`config.mk`:
```
export PLATFORM = sky130hd
export DESIGN_NAME = ps2_rx_ctrl_flat
export DESIGN_NICKNAME = d
export VERILOG_FILES = /design/src/rtl/ps2_pkg.sv /design/src/rtl/ps2_rx_ctrl_if.sv /design/src/rtl/ps2_sync_filter.sv /design/src/rtl/ps2_rx_ctrl.sv /design/src/flat_wrapper.sv
export SDC_FILE = /design/constraint.sdc
export NUM_CORES = 1
export LEC_CHECK = 0
export CAP_MARGIN = 20
export CORE_UTILIZATION = 55
export CTS_BUF_LIST = sky130_fd_sc_hd__clkbuf_4
export DETAILED_ROUTE_END_ITERATION = 8
export HOLD_SLACK_MARGIN = 0.03
export PLACE_DENSITY = 0.83
export RECOVER_POWER = 50
export SETUP_SLACK_MARGIN = 0.02
export SLEW_MARGIN = 15
export SYNTH_ARGS = -nofsm -noshare
export SYNTH_HDL_FRONTEND = slang
export SYNTH_SLANG_ARGS = --single-unit
export TNS_END_PERCENT = 20
```
`constraint.sdc`:
```
create_clock -name clk -period 4.65 [get_ports clk]
set_clock_uncertainty 0.2 [all_clocks]
set_input_delay 0.93 -clock clk [delete_from_list [all_inputs] [get_ports clk]]
set_output_delay 0.93 -clock clk [all_outputs]
set_load 0.02 [all_outputs]
```
`src/rtl/ps2_pkg.sv`:
```
// Shared constants for the PS/2 receive controller: frame geometry, start/stop
// bit levels and the legacy-compatible FSM state encoding.
package ps2_pkg;

    localparam int PS2_FRAME_BITS = 11;
    localparam int PS2_DATA_BITS  = 8;

    localparam logic PS2_START_BIT = 1'b0;
    localparam logic PS2_STOP_BIT  = 1'b1;

    localparam logic [1:0] ST_IDLE  = 2'd0;
    localparam logic [1:0] ST_RECV  = 2'd1;
    localparam logic [1:0] ST_CHECK = 2'd2;

endpackage

```
`src/rtl/ps2_rx_ctrl_if.sv`:
```
// Byte delivery interface from the PS/2 receiver to the keyboard decode logic:
// valid/ready byte handshake plus the one-cycle status pulses.
interface ps2_rx_ctrl_if;
    import ps2_pkg::*;

    logic [PS2_DATA_BITS-1:0] rx_data;
    logic                     rx_valid;
    logic                     rx_ready;
    logic                     frame_err;
    logic                     overrun;
    logic                     parity_err;

    modport master (
        output rx_data, rx_valid, frame_err, overrun, parity_err,
        input  rx_ready
    );

    modport slave (
        input  rx_data, rx_valid, frame_err, overrun, parity_err,
        output rx_ready
    );

endinterface

```
`src/rtl/ps2_sync_filter.sv`:
```
// Pin synchronisers for ps2_clk/ps2_data, ps2_clk deglitch filter and the
// registered falling-edge pulse (fe) with the data bit sampled alongside it.
module ps2_sync_filter #(
    parameter int SYNC_STAGES = 2,
    parameter int FILTER_LEN  = 4
) (
    input  logic clk,
    input  logic rst,
    input  logic ps2_clk,
    input  logic ps2_data,
    output logic fe,
    output logic rx_bit
);

    localparam int CW = $clog2(FILTER_LEN + 1);

    logic [SYNC_STAGES-1:0] clk_sync;
    logic [SYNC_STAGES-1:0] data_sync;
    logic                   clk_filt;
    logic [CW-1:0]          cnt;

    // Idle PS/2 lines are high, so the chains come out of reset at 1 to avoid a false edge.
    always_ff @(posedge clk or negedge rst) begin
        if (!rst) begin
            clk_sync  <= '1;
            data_sync <= '1;
        end else begin
            clk_sync  <= {clk_sync[SYNC_STAGES-2:0], ps2_clk};
            data_sync <= {data_sync[SYNC_STAGES-2:0], ps2_data};
        end
    end

    // The filtered level flips only after FILTER_LEN consecutive disagreeing samples.
    always_ff @(posedge clk or negedge rst) begin
        if (!rst) begin
            clk_filt <= 1'b1;
            cnt      <= '0;
            fe       <= 1'b0;
            rx_bit   <= 1'b0;
        end else begin
            fe <= 1'b0;
            if (clk_sync[SYNC_STAGES-1] == clk_filt) begin
                cnt <= '0;
            end else if (cnt == CW'(FILTER_LEN - 1)) begin
                clk_filt <= ~clk_filt;
                cnt      <= '0;
                fe       <= clk_filt;
                if (clk_filt) begin
                    rx_bit <= data_sync[SYNC_STAGES-1];
                end
            end else begin
                cnt <= cnt + 1'b1;
            end
        end
    end

endmodule

```
`src/rtl/ps2_rx_ctrl.sv`:
```
// PS/2 receive sequencer: drives the external 11-bit shift register, checks the
// frame and hands bytes out over valid/ready. Define PS2_RX_PARITY_CHK_EN to check odd parity.
module ps2_rx_ctrl
    import ps2_pkg::*;
#(
    parameter int SYNC_STAGES = 2,
    parameter int FILTER_LEN  = 4,
    parameter int TIMEOUT_CYC = 5000
) (
    input  logic                      clk,
    input  logic                      rst,
    input  logic                      ps2_clk,
    input  logic                      ps2_data,
    output logic                      sr_load,
    output logic [PS2_FRAME_BITS-1:0] sr_data,
    output logic                      sr_shren,
    output logic                      sr_din,
    input  logic [PS2_DATA_BITS-1:0]  sr_dout,
    ps2_rx_ctrl_if.master             rx
);

    localparam int         TW       = $clog2(TIMEOUT_CYC + 1);
    localparam logic [3:0] LAST_BIT = 4'(PS2_FRAME_BITS - 1);

    logic                     fe;
    logic                     rx_bit;
    logic [1:0]               state;
    logic [3:0]               bit_cnt;
    logic [TW-1:0]            timer;
    logic                     stop_bit;
    logic                     par_ok;
    logic                     start_edge;
    logic                     tmo;
    logic                     in_check;
    logic                     good;
    logic                     commit;
    logic [PS2_DATA_BITS-1:0] rx_data_q;
    logic                     rx_valid_q;
    logic                     frame_err_q;
    logic                     overrun_q;

    ps2_sync_filter #(
        .SYNC_STAGES (SYNC_STAGES),
        .FILTER_LEN  (FILTER_LEN)
    ) u_sync (
        .clk      (clk),
        .rst      (rst),
        .ps2_clk  (ps2_clk),
        .ps2_data (ps2_data),
        .fe       (fe),
        .rx_bit   (rx_bit)
    );

    // The start bit enters as the cleared value, so only bits 1..10 are shifted.
    assign start_edge = (state == ST_IDLE) && fe && (rx_bit == PS2_START_BIT);
    assign tmo        = (state == ST_RECV) && !fe && (timer == TW'(TIMEOUT_CYC - 1));
    assign in_check   = (state == ST_CHECK);
    assign good       = (stop_bit == PS2_STOP_BIT) && par_ok;
    assign commit     = in_check && good && (!rx_valid_q || rx.rx_ready);

    assign sr_load  = start_edge;
    assign sr_data  = '0;
    assign sr_shren = (state == ST_RECV) && fe;
    assign sr_din   = sr_shren && rx_bit;

    always_ff @(posedge clk or negedge rst) begin
        if (!rst) begin
            state    <= ST_IDLE;
            bit_cnt  <= '0;
            timer    <= '0;
            stop_bit <= 1'b0;
        end else begin
            case (state)
                ST_IDLE: begin
                    timer <= '0;
                    if (start_edge) begin
                        bit_cnt <= 4'd1;
                        state   <= ST_RECV;
                    end else begin
                        bit_cnt <= '0;
                    end
                end
                ST_RECV: begin
                    // An edge landing on the timeout cycle wins over the abort.
                    if (fe) begin
                        timer   <= '0;
                        bit_cnt <= bit_cnt + 4'd1;
                        if (bit_cnt == LAST_BIT) begin
                            stop_bit <= rx_bit;
                            state    <= ST_CHECK;
                        end
                    end else if (tmo) begin
                        timer <= '0;
                        state <= ST_IDLE;
                    end else begin
                        timer <= timer + 1'b1;
                    end
                end
                ST_CHECK: state <= ST_IDLE;
                default:  state <= ST_IDLE;
            endcase
        end
    end

`ifdef PS2_RX_PARITY_CHK_EN
    logic par_acc;
    logic parity_err_q;

    // Odd parity: D0..D7 plus the parity bit must XOR to 1.
    always_ff @(posedge clk or negedge rst) begin
        if (!rst) begin
            par_acc <= 1'b0;
        end else if (start_edge) begin
            par_acc <= 1'b0;
        end else if (sr_shren && (bit_cnt < LAST_BIT)) begin
            par_acc <= par_acc ^ rx_bit;
        end
    end

    always_ff @(posedge clk or negedge rst) begin
        if (!rst) begin
            parity_err_q <= 1'b0;
        end else begin
            parity_err_q <= in_check && (stop_bit == PS2_STOP_BIT) && !par_acc;
        end
    end

    assign par_ok        = par_acc;
    assign rx.parity_err = parity_err_q;
`else
    assign par_ok        = 1'b1;
    assign rx.parity_err = 1'b0;
`endif

    // A byte committed in the same cycle as a handshake keeps rx_valid high.
    always_ff @(posedge clk or negedge rst) begin
        if (!rst) begin
            rx_data_q   <= '0;
            rx_valid_q  <= 1'b0;
            frame_err_q <= 1'b0;
            overrun_q   <= 1'b0;
        end else begin
            frame_err_q <= tmo || (in_check && (stop_bit != PS2_STOP_BIT));
            overrun_q   <= in_check && good && rx_valid_q && !rx.rx_ready;
            if (commit) begin
                rx_data_q  <= sr_dout;
                rx_valid_q <= 1'b1;
            end else if (rx_valid_q && rx.rx_ready) begin
                rx_valid_q <= 1'b0;
            end
        end
    end

    assign rx.rx_data   = rx_data_q;
    assign rx.rx_valid  = rx_valid_q;
    assign rx.frame_err = frame_err_q;
    assign rx.overrun   = overrun_q;

endmodule
```
`src/flat_wrapper.sv`:
```
// flat-port wrapper written by rule: the top's interface ports become plain ports
module ps2_rx_ctrl_flat import ps2_pkg::*;
#(
    parameter int SYNC_STAGES = 2,
    parameter int FILTER_LEN  = 4,
    parameter int TIMEOUT_CYC = 5000
)
  (clk, rst, ps2_clk, ps2_data, sr_load, sr_data, sr_shren, sr_din, sr_dout, rx_rx_data, rx_rx_valid, rx_frame_err, rx_overrun, rx_parity_err, rx_rx_ready);
  ps2_rx_ctrl_if rx_i ();
  input  logic clk;
  input  logic rst;
  input  logic ps2_clk;
  input  logic ps2_data;
  output logic sr_load;
  output logic [PS2_FRAME_BITS-1:0] sr_data;
  output logic sr_shren;
  output logic sr_din;
  input  logic [PS2_DATA_BITS-1:0] sr_dout;
  output wire logic [$bits(rx_i.rx_data)-1:0] rx_rx_data;
  output wire logic [$bits(rx_i.rx_valid)-1:0] rx_rx_valid;
  output wire logic [$bits(rx_i.frame_err)-1:0] rx_frame_err;
  output wire logic [$bits(rx_i.overrun)-1:0] rx_overrun;
  output wire logic [$bits(rx_i.parity_err)-1:0] rx_parity_err;
  input wire logic [$bits(rx_i.rx_ready)-1:0] rx_rx_ready;
  assign rx_rx_data = rx_i.rx_data;
  assign rx_rx_valid = rx_i.rx_valid;
  assign rx_frame_err = rx_i.frame_err;
  assign rx_overrun = rx_i.overrun;
  assign rx_parity_err = rx_i.parity_err;
  assign rx_i.rx_ready = rx_rx_ready;
  ps2_rx_ctrl #(.SYNC_STAGES(SYNC_STAGES), .FILTER_LEN(FILTER_LEN), .TIMEOUT_CYC(TIMEOUT_CYC)) u_core (.clk(clk), .rst(rst), .ps2_clk(ps2_clk), .ps2_data(ps2_data), .sr_load(sr_load), .sr_data(sr_data), .sr_shren(sr_shren), .sr_din(sr_din), .sr_dout(sr_dout), .rx(rx_i));
endmodule
```
==> flow_summary.toml <==
[status]
status = "complete, but fails checks"
violations = "capacitance limit, slew limit"

[sta]
fin_crit_ns = 3.316
finalSetupTns_ns = 0
timing.final.crit_share_pct = 71.31
setup_violations = 0
rsz0062_at_grt = "false"
hold_viol = 0
timing.fmax_ghz = 0.3016
fin_ws_ns = 1.334
worst_slew_margin_rel_pct = -41.69
tightest_slew_ns = 2.125
final_max_slew_viol_count = 42

[finish]
nNetsFinal = 223
syn2layout_area_growth_pct = 13.36
final_util_pct = 67.25
final_cell_mix = "dfrtp_1 (36), clkdlybuf4s50_1 (22), nor2_1 (14), nand2_1 (12), conb_1 (12)"
drive_gt1_share_pct = 16.02
stdcell_count = 252
diodes = 0
final_common_cell = "dfrtp_1"

[clock_tree]
ctsHoldBuffers = 0
cts_tree = "done"
post_cts_resized = 0
cts.htree.levels = 2
clkTransAtPathRegs_ns = 0.13
clockBufferDepth = 2
post-cts-setup-buffer-count = 0
clkLatencyLatePin_ns = 0.35
cts_buffers = 5
clock-sinks = 41
root_buffer = "clkbuf_4"

[yosys]
ys_top_cells_by_area = "dfrtp_1 (44%), dfstp_2 (6.4%), mux2_2 (5.5%)"
synth_area_mm2 = 0.002042
ys_types = 44
syn_inst = 179
yosysTopAreaCell = "dfrtp_1"
ys_seq_area_share_pct = 50.55
synthDominantCellAreaShare_pct = 44.12
avgSynthCellArea_um2 = 11.41
synth-seq-cells = 41
yosysWarnings = 0

[worst_setup_path]
required_ns = 3.52
critPathLaunchType = "flip-flop"
worstPathArrival_ns = 2.19
r2r_end = "u_core.rx.rx_data[5]$_DFFE_PN0P_"
rr_worst_depth = 3
critPathMaxFanout = 24
r2r_slack_ns = 2.31
critical_path_class = "reg -> out"
end_kind = "output pin"
r2r_start = "u_core.state[1]$_DFFE_PN0P_"

[detailed_routing]
wirelength_um = 3491
drtIter0Drc = 55
vias = 1364
drc = 0
wl_per_cell_um = 13.85
antenna_left = 0
drtPass1Iterations = 4
avgViaCountPerCell = 5.413

[place]
dp_hpwl_um = 2523
place_ws_ns = 1.728
io_buffers = 26
place_congestion = 0.7656
dp_cells = 244

[power]
power_density_mw_per_mm2 = 329.2
vdd_drop_max_uv = 197.9
p_leak_nw = 1.027

[global_routing]
antenna_found_initial = 0
overflow = 0
grt_use_total_pct = 19.95
grt_pass1_wl_um = 6030
grt_pass1_vias = 1311
grt_max_degree = 42

[floorplanning]
fp.coreArea_mm2 = 0.003442
start_util_pct = 59.32
rows = 21
die_w_um = 62.93
io_pins = 39
die_h_um = 62.93
die-area_mm2 = 0.003960

[min_path]
worstHoldStart = "u_core.u_sync.clk_sync[0]$_DFF_PN1_"
min_to = "u_core.u_sync.clk_sync[1]$_DFF_PN1_"
whs_path_depth = 0
worst_hold_path_type = "reg -> reg"

[job]
drv_cap = 1
[per-layer routing]
| metal | vias to the layer above | track usage (%) | share of wire, % |
|---|---|---|---|
| met3 | 7 | 6.569 | 5.8 |
| met1 | 659 | 24.34 | 43 |
| met2 | 53 | 31.99 | 49 |
| li1 | 645 | - | - |
| met4 | 0 | 8.721 | 1.8 |
| met5 | - | 0 | 0 |
[where the power goes]
group | internal (mW) | total (mW) | switching, mW | leakage (nW)
logic | 0.0657 | 0.150 | 0.0848 | 0.464
registers | 0.392 | 0.432 | 0.0394 | 0.532
clock network | 0.0599 | 0.180 | 0.120 | 0.0316
[cells by family (layout without fill, tap and decap cells)]
| family | count (synthesis) | in the layout | share of synthesized area [%] |
|---|---|---|---|
| and+or+nand+nor | 69 | 69 | 21.94 |
| DFF | 41 | 41 | 50.55 |
| buffers and inverters | 24 | 40 | 7.904 |
| AOI/OAI and AO/OA | 20 | 20 | 6.986 |
| muxes | 10 | 10 | 5.515 |
| xor gates and xnor gates | 9 | 9 | 3.861 |
| adders and majority gates | 5 | 5 | 3.064 |
| other | 1 | 12 | 0.1836 |
[state kept, by name, summed over array words and instances, names as in the netlist]
| register | flops |
|---|---|
| u_core.bit_cnt | 4 |
| u_core.rx.frame_err | 1 |
| u_core.u_sync.clk_filt | 1 |
| u_core.u_sync.clk_sync | 2 |
| u_core.u_sync.fe | 1 |
| u_core.u_sync.data_sync | 2 |
| u_core.state | 2 |
| u_core.rx.rx_data | 8 |
| u_core.timer | 13 |
| u_core.rx.overrun | 1 |
| u_core.rx.rx_valid | 1 |
| u_core.good | 1 |
| u_core.u_sync.rx_bit | 1 |
| u_core.u_sync.cnt | 3 |
[how the worst max path moves through the flow]
| stage | from | to | slack, ns | cells after the start |
|---|---|---|---|---|
| final | u_core.state[1]$_DFFE_PN0P_ | sr_load | 1.33 | 3 |
| after global routing | u_core.state[1]$_DFFE_PN0P_ | sr_load | 1.23 | 3 |
| after CTS | u_core.state[1]$_DFFE_PN0P_ | sr_load | 1.31 | 3 |
| after detailed placement | u_core.state[1]$_DFFE_PN0P_ | sr_load | 1.73 | 3 |
| after global placement | u_core.state[1]$_DFFE_PN0P_ | sr_load | 1.88 | 3 |
| after floorplan | u_core.state[0]$_DFFE_PN0P_ | sr_load | 2.41 | 2 |
[synth_stat cells (all sizes together)]
master,instances
a21boi,1
nor2b,5
o21ai,7
nor4b,2
nor3,7
nand4,3
and4b,1
nand2,12
a31oi,2
nand3,5
o22ai,1
conb,1
nor4,3
clkdlybuf4s15,1
nand4b,2
nor2,15
nand2b,6
a21o,3
a22o,3
xnor2,6
nand3b,2
o31ai,1
mux2,10
dfrtp,36
inv,6
and3,1
a21oi,2
ha,5
xor2,3
and2,1
and4,2
clkbuf,3
dfstp,5
nor3b,2
buf,14
[through the flow]
step | area (um2) | total power, mW | hold slack [ns]
global placement | 2257 | 0.5775 | 0.1456
finish | 2315 | 0.7621 | 0.1647
detailed placement | 2257 | 0.5902 | 0.1468
global route | 2315 | 0.8079 | 0.1672
CTS | 2316 | 0.7730 | 0.1651
floorplan | 2083 | 0.5442 | 0.1452
[area by class of cell]
type                       count  area, um2
inverter                       6      22.52
clock inverter                 3      21.27
timing repair buffer          26      254.0
clock buffer                   5      37.54
multi-input combinational    125      889.6
sequential                    41       1032
fill                         269       1127
tap                           46      57.56
[worst max-delay path, cell delays in order, from the launching register on]
cell	delay [ns]
dfrtp_1	0.66
nand2b_1	0.31
nor3_1	0.21
clkdlybuf4s50_1	0.65
No activity file was read; power rests on OpenSTA's default activity.
